### config.mk
export PLATFORM = sky130hd
export DESIGN_NAME = rom_image_loader_flat
export DESIGN_NICKNAME = d
export VERILOG_FILES = /design/src/rtl/rom_image_loader_if.sv /design/src/rtl/rom_image_loader.sv /design/src/flat_wrapper.sv
export SDC_FILE = /design/constraint.sdc
export NUM_CORES = 1
export LEC_CHECK = 0
export CORE_AREA = 4 4 94 96
export DETAILED_ROUTE_END_ITERATION = 16
export DIE_AREA = 0 0 98 100
export PLACE_DENSITY = 0.81
export SYNTH_ARGS = -nofsm -noshare
export SYNTH_HDL_FRONTEND = slang
export SYNTH_SLANG_ARGS = --single-unit
### constraint.sdc
create_clock -name clock -period 9.35 [get_ports clock]
set_input_delay 2.3375 -clock clock [delete_from_list [all_inputs] [get_ports clock]]
set_output_delay 2.3375 -clock clock [all_outputs]
set_load 0.02 [all_outputs]
### src/rtl/rom_image_loader_if.sv
// rom_image_loader_if
//   Groups the HPS download stream, the pattern-RAM byte write port and the
//   session status outputs of rom_image_loader.
//   master : HPS / host side (drives ioctl_*, observes everything else)
//   slave  : loader side
//   AW must match the AW of the rom_image_loader instance it is bound to.
interface rom_image_loader_if #(
    parameter int AW = 16
);
    logic          ioctl_download;
    logic [7:0]    ioctl_index;
    logic          ioctl_wr;
    logic [24:0]   ioctl_addr;
    logic [15:0]   ioctl_dout;
    logic          ioctl_wait;

    logic          mem_we;
    logic [AW-1:0] mem_addr;
    logic [7:0]    mem_data;

    logic          busy;
    logic          done;
    logic [AW:0]   byte_count;
    logic [7:0]    checksum;
    logic          overflow;

    modport master (
        output ioctl_download, ioctl_index, ioctl_wr, ioctl_addr, ioctl_dout,
        input  ioctl_wait, mem_we, mem_addr, mem_data,
        input  busy, done, byte_count, checksum, overflow
    );

    modport slave (
        input  ioctl_download, ioctl_index, ioctl_wr, ioctl_addr, ioctl_dout,
        output ioctl_wait, mem_we, mem_addr, mem_data,
        output busy, done, byte_count, checksum, overflow
    );
endinterface

### src/rtl/rom_image_loader.sv
// rom_image_loader
//   Splits the 16-bit HPS download word stream into two byte writes to the
//   pattern RAM write port and keeps per-session status for the OSD.
//   Ports:
//     clock  : system clock, rising edge
//     reset  : synchronous, active-high
//     bus    : rom_image_loader_if.slave
//              ioctl_* in, ioctl_wait out, mem_we/mem_addr/mem_data out,
//              busy/done/byte_count/checksum/overflow out
//
//   state | meaning
//   ------+-------------------------------------------------------------
//   IDLE  | waiting for an accepted in-range word strobe
//   LO    | writing low byte to base address, wait asserted
//   HI    | writing high byte to base+1, wait asserted
module rom_image_loader #(
    parameter int          AW    = 16,
    parameter logic [7:0]  INDEX = 8'd0
) (
    input  logic           clock,
    input  logic           reset,
    rom_image_loader_if.slave bus
);

    typedef enum logic [1:0] {IDLE, LO, HI} state_t;

    localparam logic [AW:0]   CNT_MAX   = {1'b1, {AW{1'b0}}};
    localparam logic [AW-1:0] ADDR_ONE  = AW'(1);

    state_t        state_q, state_d;
    logic [AW-1:0] base_q, base_d;
    logic [15:0]   word_q, word_d;
    logic          wait_q, wait_d;
    logic          we_q, we_d;
    logic [AW-1:0] addr_q, addr_d;
    logic [7:0]    data_q, data_d;
    logic          busy_q, busy_d;
    logic          done_q, done_d;
    logic          ovf_q, ovf_d;
    logic [AW:0]   cnt_q, cnt_d;
    logic [7:0]    sum_q, sum_d;
    logic          accept_q;
    logic          pend_q, pend_d;

    logic accept, start, fall, in_range;

    function automatic logic [AW:0] sat_inc(input logic [AW:0] v);
        return (v == CNT_MAX) ? v : v + 1'b1;
    endfunction

    assign accept   = bus.ioctl_download && (bus.ioctl_index == INDEX);
    assign start    = accept && !accept_q;
    assign fall     = !accept && accept_q;
    assign in_range = ((bus.ioctl_addr >> AW) == 25'd0);

    always_comb begin
        state_d = state_q;
        base_d  = base_q;
        word_d  = word_q;
        wait_d  = 1'b0;
        we_d    = 1'b0;
        addr_d  = addr_q;
        data_d  = data_q;
        busy_d  = busy_q;
        done_d  = done_q;
        ovf_d   = ovf_q;
        cnt_d   = cnt_q;
        sum_d   = sum_q;
        pend_d  = pend_q;

        // Session-start clears come first so a word strobed on the same
        // cycle is counted into the fresh session.
        if (start) begin
            busy_d = 1'b1;
            done_d = 1'b0;
            ovf_d  = 1'b0;
            cnt_d  = '0;
            sum_d  = '0;
            pend_d = 1'b0;
        end

        case (state_q)
            IDLE: begin
                if (fall) begin
                    busy_d = 1'b0;
                    done_d = 1'b1;
                end
                if (bus.ioctl_wr && accept) begin
                    if (in_range) begin
                        base_d  = bus.ioctl_addr[AW-1:0] & ~ADDR_ONE;
                        word_d  = bus.ioctl_dout;
                        wait_d  = 1'b1;
                        state_d = LO;
                    end else begin
                        ovf_d = 1'b1;
                    end
                end
            end
            LO: begin
                we_d    = 1'b1;
                addr_d  = base_q;
                data_d  = word_q[7:0];
                wait_d  = 1'b1;
                cnt_d   = sat_inc(cnt_d);
                sum_d   = sum_d + word_q[7:0];
                // Session ended mid-word: remember it, close after HI.
                if (fall) pend_d = 1'b1;
                state_d = HI;
            end
            HI: begin
                we_d    = 1'b1;
                addr_d  = base_q | ADDR_ONE;
                data_d  = word_q[15:8];
                wait_d  = 1'b1;
                cnt_d   = sat_inc(cnt_d);
                sum_d   = sum_d + word_q[15:8];
                // accept high here means a new session reopened; keep it open.
                if (!accept && (fall || pend_q)) begin
                    busy_d = 1'b0;
                    done_d = 1'b1;
                    pend_d = 1'b0;
                end
                state_d = IDLE;
            end
            default: state_d = IDLE;
        endcase
    end

    always_ff @(posedge clock) begin
        if (reset) begin
            state_q  <= IDLE;
            base_q   <= '0;
            word_q   <= '0;
            wait_q   <= 1'b0;
            we_q     <= 1'b0;
            addr_q   <= '0;
            data_q   <= '0;
            busy_q   <= 1'b0;
            done_q   <= 1'b0;
            ovf_q    <= 1'b0;
            cnt_q    <= '0;
            sum_q    <= '0;
            accept_q <= 1'b0;
            pend_q   <= 1'b0;
        end else begin
            state_q  <= state_d;
            base_q   <= base_d;
            word_q   <= word_d;
            wait_q   <= wait_d;
            we_q     <= we_d;
            addr_q   <= addr_d;
            data_q   <= data_d;
            busy_q   <= busy_d;
            done_q   <= done_d;
            ovf_q    <= ovf_d;
            cnt_q    <= cnt_d;
            sum_q    <= sum_d;
            accept_q <= accept;
            pend_q   <= pend_d;
        end
    end

    assign bus.ioctl_wait = wait_q;
    assign bus.mem_we     = we_q;
    assign bus.mem_addr   = addr_q;
    assign bus.mem_data   = data_q;
    assign bus.busy       = busy_q;
    assign bus.done       = done_q;
    assign bus.byte_count = cnt_q;
    assign bus.checksum   = sum_q;
    assign bus.overflow   = ovf_q;

endmodule

### src/flat_wrapper.sv
// flat-port wrapper written by rule: the top's interface ports become plain ports
module rom_image_loader_flat 
#(
    parameter int          AW    = 16,
    parameter logic [7:0]  INDEX = 8'd0
)
  (clock, reset, bus_ioctl_download, bus_ioctl_index, bus_ioctl_wr, bus_ioctl_addr, bus_ioctl_dout, bus_ioctl_wait, bus_mem_we, bus_mem_addr, bus_mem_data, bus_busy, bus_done, bus_byte_count, bus_checksum, bus_overflow);
  rom_image_loader_if #(.AW(AW)) bus_i ();
  input  logic clock;
  input  logic reset;
  input wire logic [$bits(bus_i.ioctl_download)-1:0] bus_ioctl_download;
  input wire logic [$bits(bus_i.ioctl_index)-1:0] bus_ioctl_index;
  input wire logic [$bits(bus_i.ioctl_wr)-1:0] bus_ioctl_wr;
  input wire logic [$bits(bus_i.ioctl_addr)-1:0] bus_ioctl_addr;
  input wire logic [$bits(bus_i.ioctl_dout)-1:0] bus_ioctl_dout;
  output wire logic [$bits(bus_i.ioctl_wait)-1:0] bus_ioctl_wait;
  output wire logic [$bits(bus_i.mem_we)-1:0] bus_mem_we;
  output wire logic [$bits(bus_i.mem_addr)-1:0] bus_mem_addr;
  output wire logic [$bits(bus_i.mem_data)-1:0] bus_mem_data;
  output wire logic [$bits(bus_i.busy)-1:0] bus_busy;
  output wire logic [$bits(bus_i.done)-1:0] bus_done;
  output wire logic [$bits(bus_i.byte_count)-1:0] bus_byte_count;
  output wire logic [$bits(bus_i.checksum)-1:0] bus_checksum;
  output wire logic [$bits(bus_i.overflow)-1:0] bus_overflow;
  assign bus_i.ioctl_download = bus_ioctl_download;
  assign bus_i.ioctl_index = bus_ioctl_index;
  assign bus_i.ioctl_wr = bus_ioctl_wr;
  assign bus_i.ioctl_addr = bus_ioctl_addr;
  assign bus_i.ioctl_dout = bus_ioctl_dout;
  assign bus_ioctl_wait = bus_i.ioctl_wait;
  assign bus_mem_we = bus_i.mem_we;
  assign bus_mem_addr = bus_i.mem_addr;
  assign bus_mem_data = bus_i.mem_data;
  assign bus_busy = bus_i.busy;
  assign bus_done = bus_i.done;
  assign bus_byte_count = bus_i.byte_count;
  assign bus_checksum = bus_i.checksum;
  assign bus_overflow = bus_i.overflow;
  rom_image_loader #(.AW(AW), .INDEX(INDEX)) u_core (.clock(clock), .reset(reset), .bus(bus_i));
endmodule
==> results.yml <==
run_status:
  status: "finished, final reports clean"
timing:
  fmax_mhz: 176
  slew_viol_final: 0
  timing.final.crit_share: 0.608
  rsz0062_at_grt: "no"
  finClkSkew_ns: 0.0103
  hold_viol: 0
  fin_ws_ns: 3.66
  period_needed_ns: 5.69
  tightest_slew_ns: 1.23
  setup_viol: 0
  relSlewSlack: 0.181
  final.setup.tns_ns: 0
finish:
  final_util: 0.648
  antenna_cells: 0
  syn2layout_area_growth_pct: 33.1
  nets: 611
  layout-drive-gt1-share: 0.0582
  final_cell_area_mm2: 0.00522
  layout_commonest_cell: "clkdlybuf4s50_1"
  final_cell_mix: "clkdlybuf4s50_1, dfxtp_1, nand2_1"
routing:
  postRouteAntennaNets: 0
  drc: 0
  dr_total_vias: 3453
  routed_wl_mm: 9.36
  wire_per_inst_um: 14.3
  drt-initial-drc-count: 114
  vias_per_cell: 5.27
  drt_pass1_iterations: 4
pwr:
  seqPwrFrac: 0.540
  p_sw_w: 0.000150
  p_int_w: 0.000552
  finalPower_w: 0.000702
  powerDensity_mw_per_mm2: 134
  pwr-share-comb: 0.042
  peakVddDrop_v: 0.0000869
  power_leakage_nw: 1.88
  sw_frac_of_total: 0.214
  p_clk_frac: 0.418
floorplan:
  die_area_mm2: 0.00980
  core_mm2: 0.00805
  num_rows: 33
  start_util: 0.487
  ioPinCount: 107
  dieHeight_um: 100
  die_w_um: 98
clock_tree:
  clkTransAtPathRegs_ns: 0.09
  clockBufferDepth: 2
  cts_htree_levels: 3
  hold_buffers: 0
  ctsResizeCount: 0
  cts_buffers: 9
  cts_tree: "done"
  clock_latency_ns: 0.35
  cts_root_buf: "clkbuf_8"
  cts_setup_buffers: 0
  clkSinkCount: 89
synth:
  ys_seq_elements: 89
  yosys_warnings: 0
  synth_fp_nets: 519
  synth_cells: 453
  ys_types: 46
  synth_edf_count: 0
  syn_area_mm2: 0.00392
  synth-simple-area-share: 0.230
  synth_compound_area_frac: 0.116
  synth_top_family_by_area: "simple AND/OR/NAND/NOR gates"
  async_flop_share: 0
  synth-seq-area-share: 0.454
  synth_xor_area_frac: 0.0290
  synthAdderAreaFrac: 0.0434
  syn_area_per_cell_um2: 8.66
  synth_flop_cell: "dfxtp_1"
  muxShareOfSynthArea: 0.0893
worst_setup_path:
  worstPathArrival_ns: 5.93
  path_class: "in2reg"
  worst_setup_path_start_kind: "primary input"
  end_kind: "flip-flop"
  worstPathMaxFanout: 18
  required_ns: 9.59
global_routing:
  grt_pass1_wl_mm: 15.1
  grt_max_degree: 82
  grt_overflow: 0
  antenna_found_initial: 0
  first_global_vias: 3306
  grt_usage: 0.185
run:
  max_cap_viol_count: 0
hold_path:
  hp-class: "reg2reg"
placement:
  port_buffers: 105
  place_congestion: 0.787
  hpwlAfterDp_mm: 6.56
  placed_area_mm2: 0.00500
  dpl_worst_slack_ns: 3.29
[worst paths after layout]
kind	from	to	slack [ns]	cells after the start
min reg2reg	u_core.word_q[9]	u_core.word_q[9]	0.46	2
min	u_core.word_q[9]	u_core.word_q[9]	0.46	2
max reg2reg	u_core.accept_q	u_core.bus.checksum[6]	6.07	10
max	bus_ioctl_index[4]	u_core.bus.checksum[6]	3.66	11
[power by group through the flow]
stage,registers (W),logic (W),clock network [W]
floorplan,0.000388,0.00000688,0
global placement,0.000388,0.0000293,0
detailed placement,0.000388,0.0000297,0
CTS,0.000379,0.0000299,0.000301
global route,0.000379,0.0000315,0.000315
finish,0.000379,0.0000298,0.000293
[per-stage QoR]
step	cells	hold WS [ns]
2_1_floorplan	453	0.433
4_1_cts	655	0.459
5_1_grt	655	0.473
6_report	655	0.458
3_3_place_gp	639	0.441
3_5_place_dp	639	0.445
[sequential cells by signal, summed over array words and instances, names as in the netlist]
name                   cells
u_core.bus.busy            1
u_core.base_q             15
u_core.bus.overflow        1
u_core.bus.mem_addr       16
u_core.accept_q            1
u_core.bus.mem_we          1
u_core.state_q             2
u_core.bus.byte_count     17
u_core.bus.mem_data        8
u_core.bus.done            1
u_core.bus.checksum        8
u_core.pend_q              1
u_core.bus.ioctl_wait      1
u_core.word_q             16
[cell usage after synthesis, types with 2 or more instances]
cell type | count | area share
buf_1 | 3 | 0.0029
nor3_1 | 6 | 0.0077
mux2i_1 | 26 | 0.066
nor4b_1 | 4 | 0.0089
nand3_1 | 5 | 0.0064
xnor2_1 | 3 | 0.0067
and4_1 | 2 | 0.0045
nor2b_1 | 2 | 0.0032
clkbuf_1 | 19 | 0.018
a211oi_1 | 2 | 0.0038
a21o_1 | 3 | 0.0057
inv_1 | 6 | 0.0057
mux2_2 | 8 | 0.023
a221o_1 | 2 | 0.0051
and3_1 | 6 | 0.0096
or3_1 | 5 | 0.0080
xor2_1 | 10 | 0.022
nand2b_1 | 6 | 0.0096
and2_1 | 11 | 0.018
a21oi_1 | 52 | 0.066
a31oi_1 | 2 | 0.0032
dfxtp_1 | 89 | 0.45
nand2_1 | 77 | 0.074
o211ai_1 | 2 | 0.0038
o21ai_0 | 9 | 0.011
nand4_1 | 7 | 0.011
nor2_1 | 52 | 0.050
ha_1 | 12 | 0.038
buf_6 | 3 | 0.0086
nand3b_1 | 3 | 0.0057
[layout make-up]
| cell class | count | area, um^2 |
|---|---|---|
| fill | 689 | 2830 |
| multi-input combinational | 331 | 1990 |
| sequential | 89 | 1780 |
| timing repair buffer | 108 | 1070 |
| tap | 105 | 131 |
| clock buffer | 9 | 124 |
| clock inverter | 7 | 100 |
| inverter | 6 | 22.5 |
[critical path: stages]
cell and delay, ns:
clkdlybuf4s50_1 0.40, nor4b_1 0.39, nand4_1 0.67, and2_1 0.45, ha_1 0.21, fa_1 0.43, a211oi_1 0.30, o21bai_1 0.13
a21oi_1 0.25, nor4b_1 0.09, a221o_1 0.28
[layer usage]
| layer | track usage | vias up | share of wire |
|---|---|---|---|
| li1 | - | 1733 | - |
| met1 | 0.219 | 1613 | 0.44 |
| met2 | 0.319 | 98 | 0.48 |
| met3 | 0.0605 | 9 | 0.078 |
| met4 | 0.0607 | 0 | 0.0099 |
| met5 | 0 | - | 0 |
[cell families (layout without fill, tap and decap cells)]
kind of cell / Yosys count / in the layout
AND/OR/NAND/NOR: 191 / 191
flip-flops: 89 / 89
AO/OA/AOI/OAI: 80 / 80
multiplexers: 34 / 34
buffers and inverters: 33 / 130
adder cells (fa/ha/maj): 13 / 13
XOR/XNOR: 13 / 13
No activity file was read; power rests on OpenSTA's default activity.
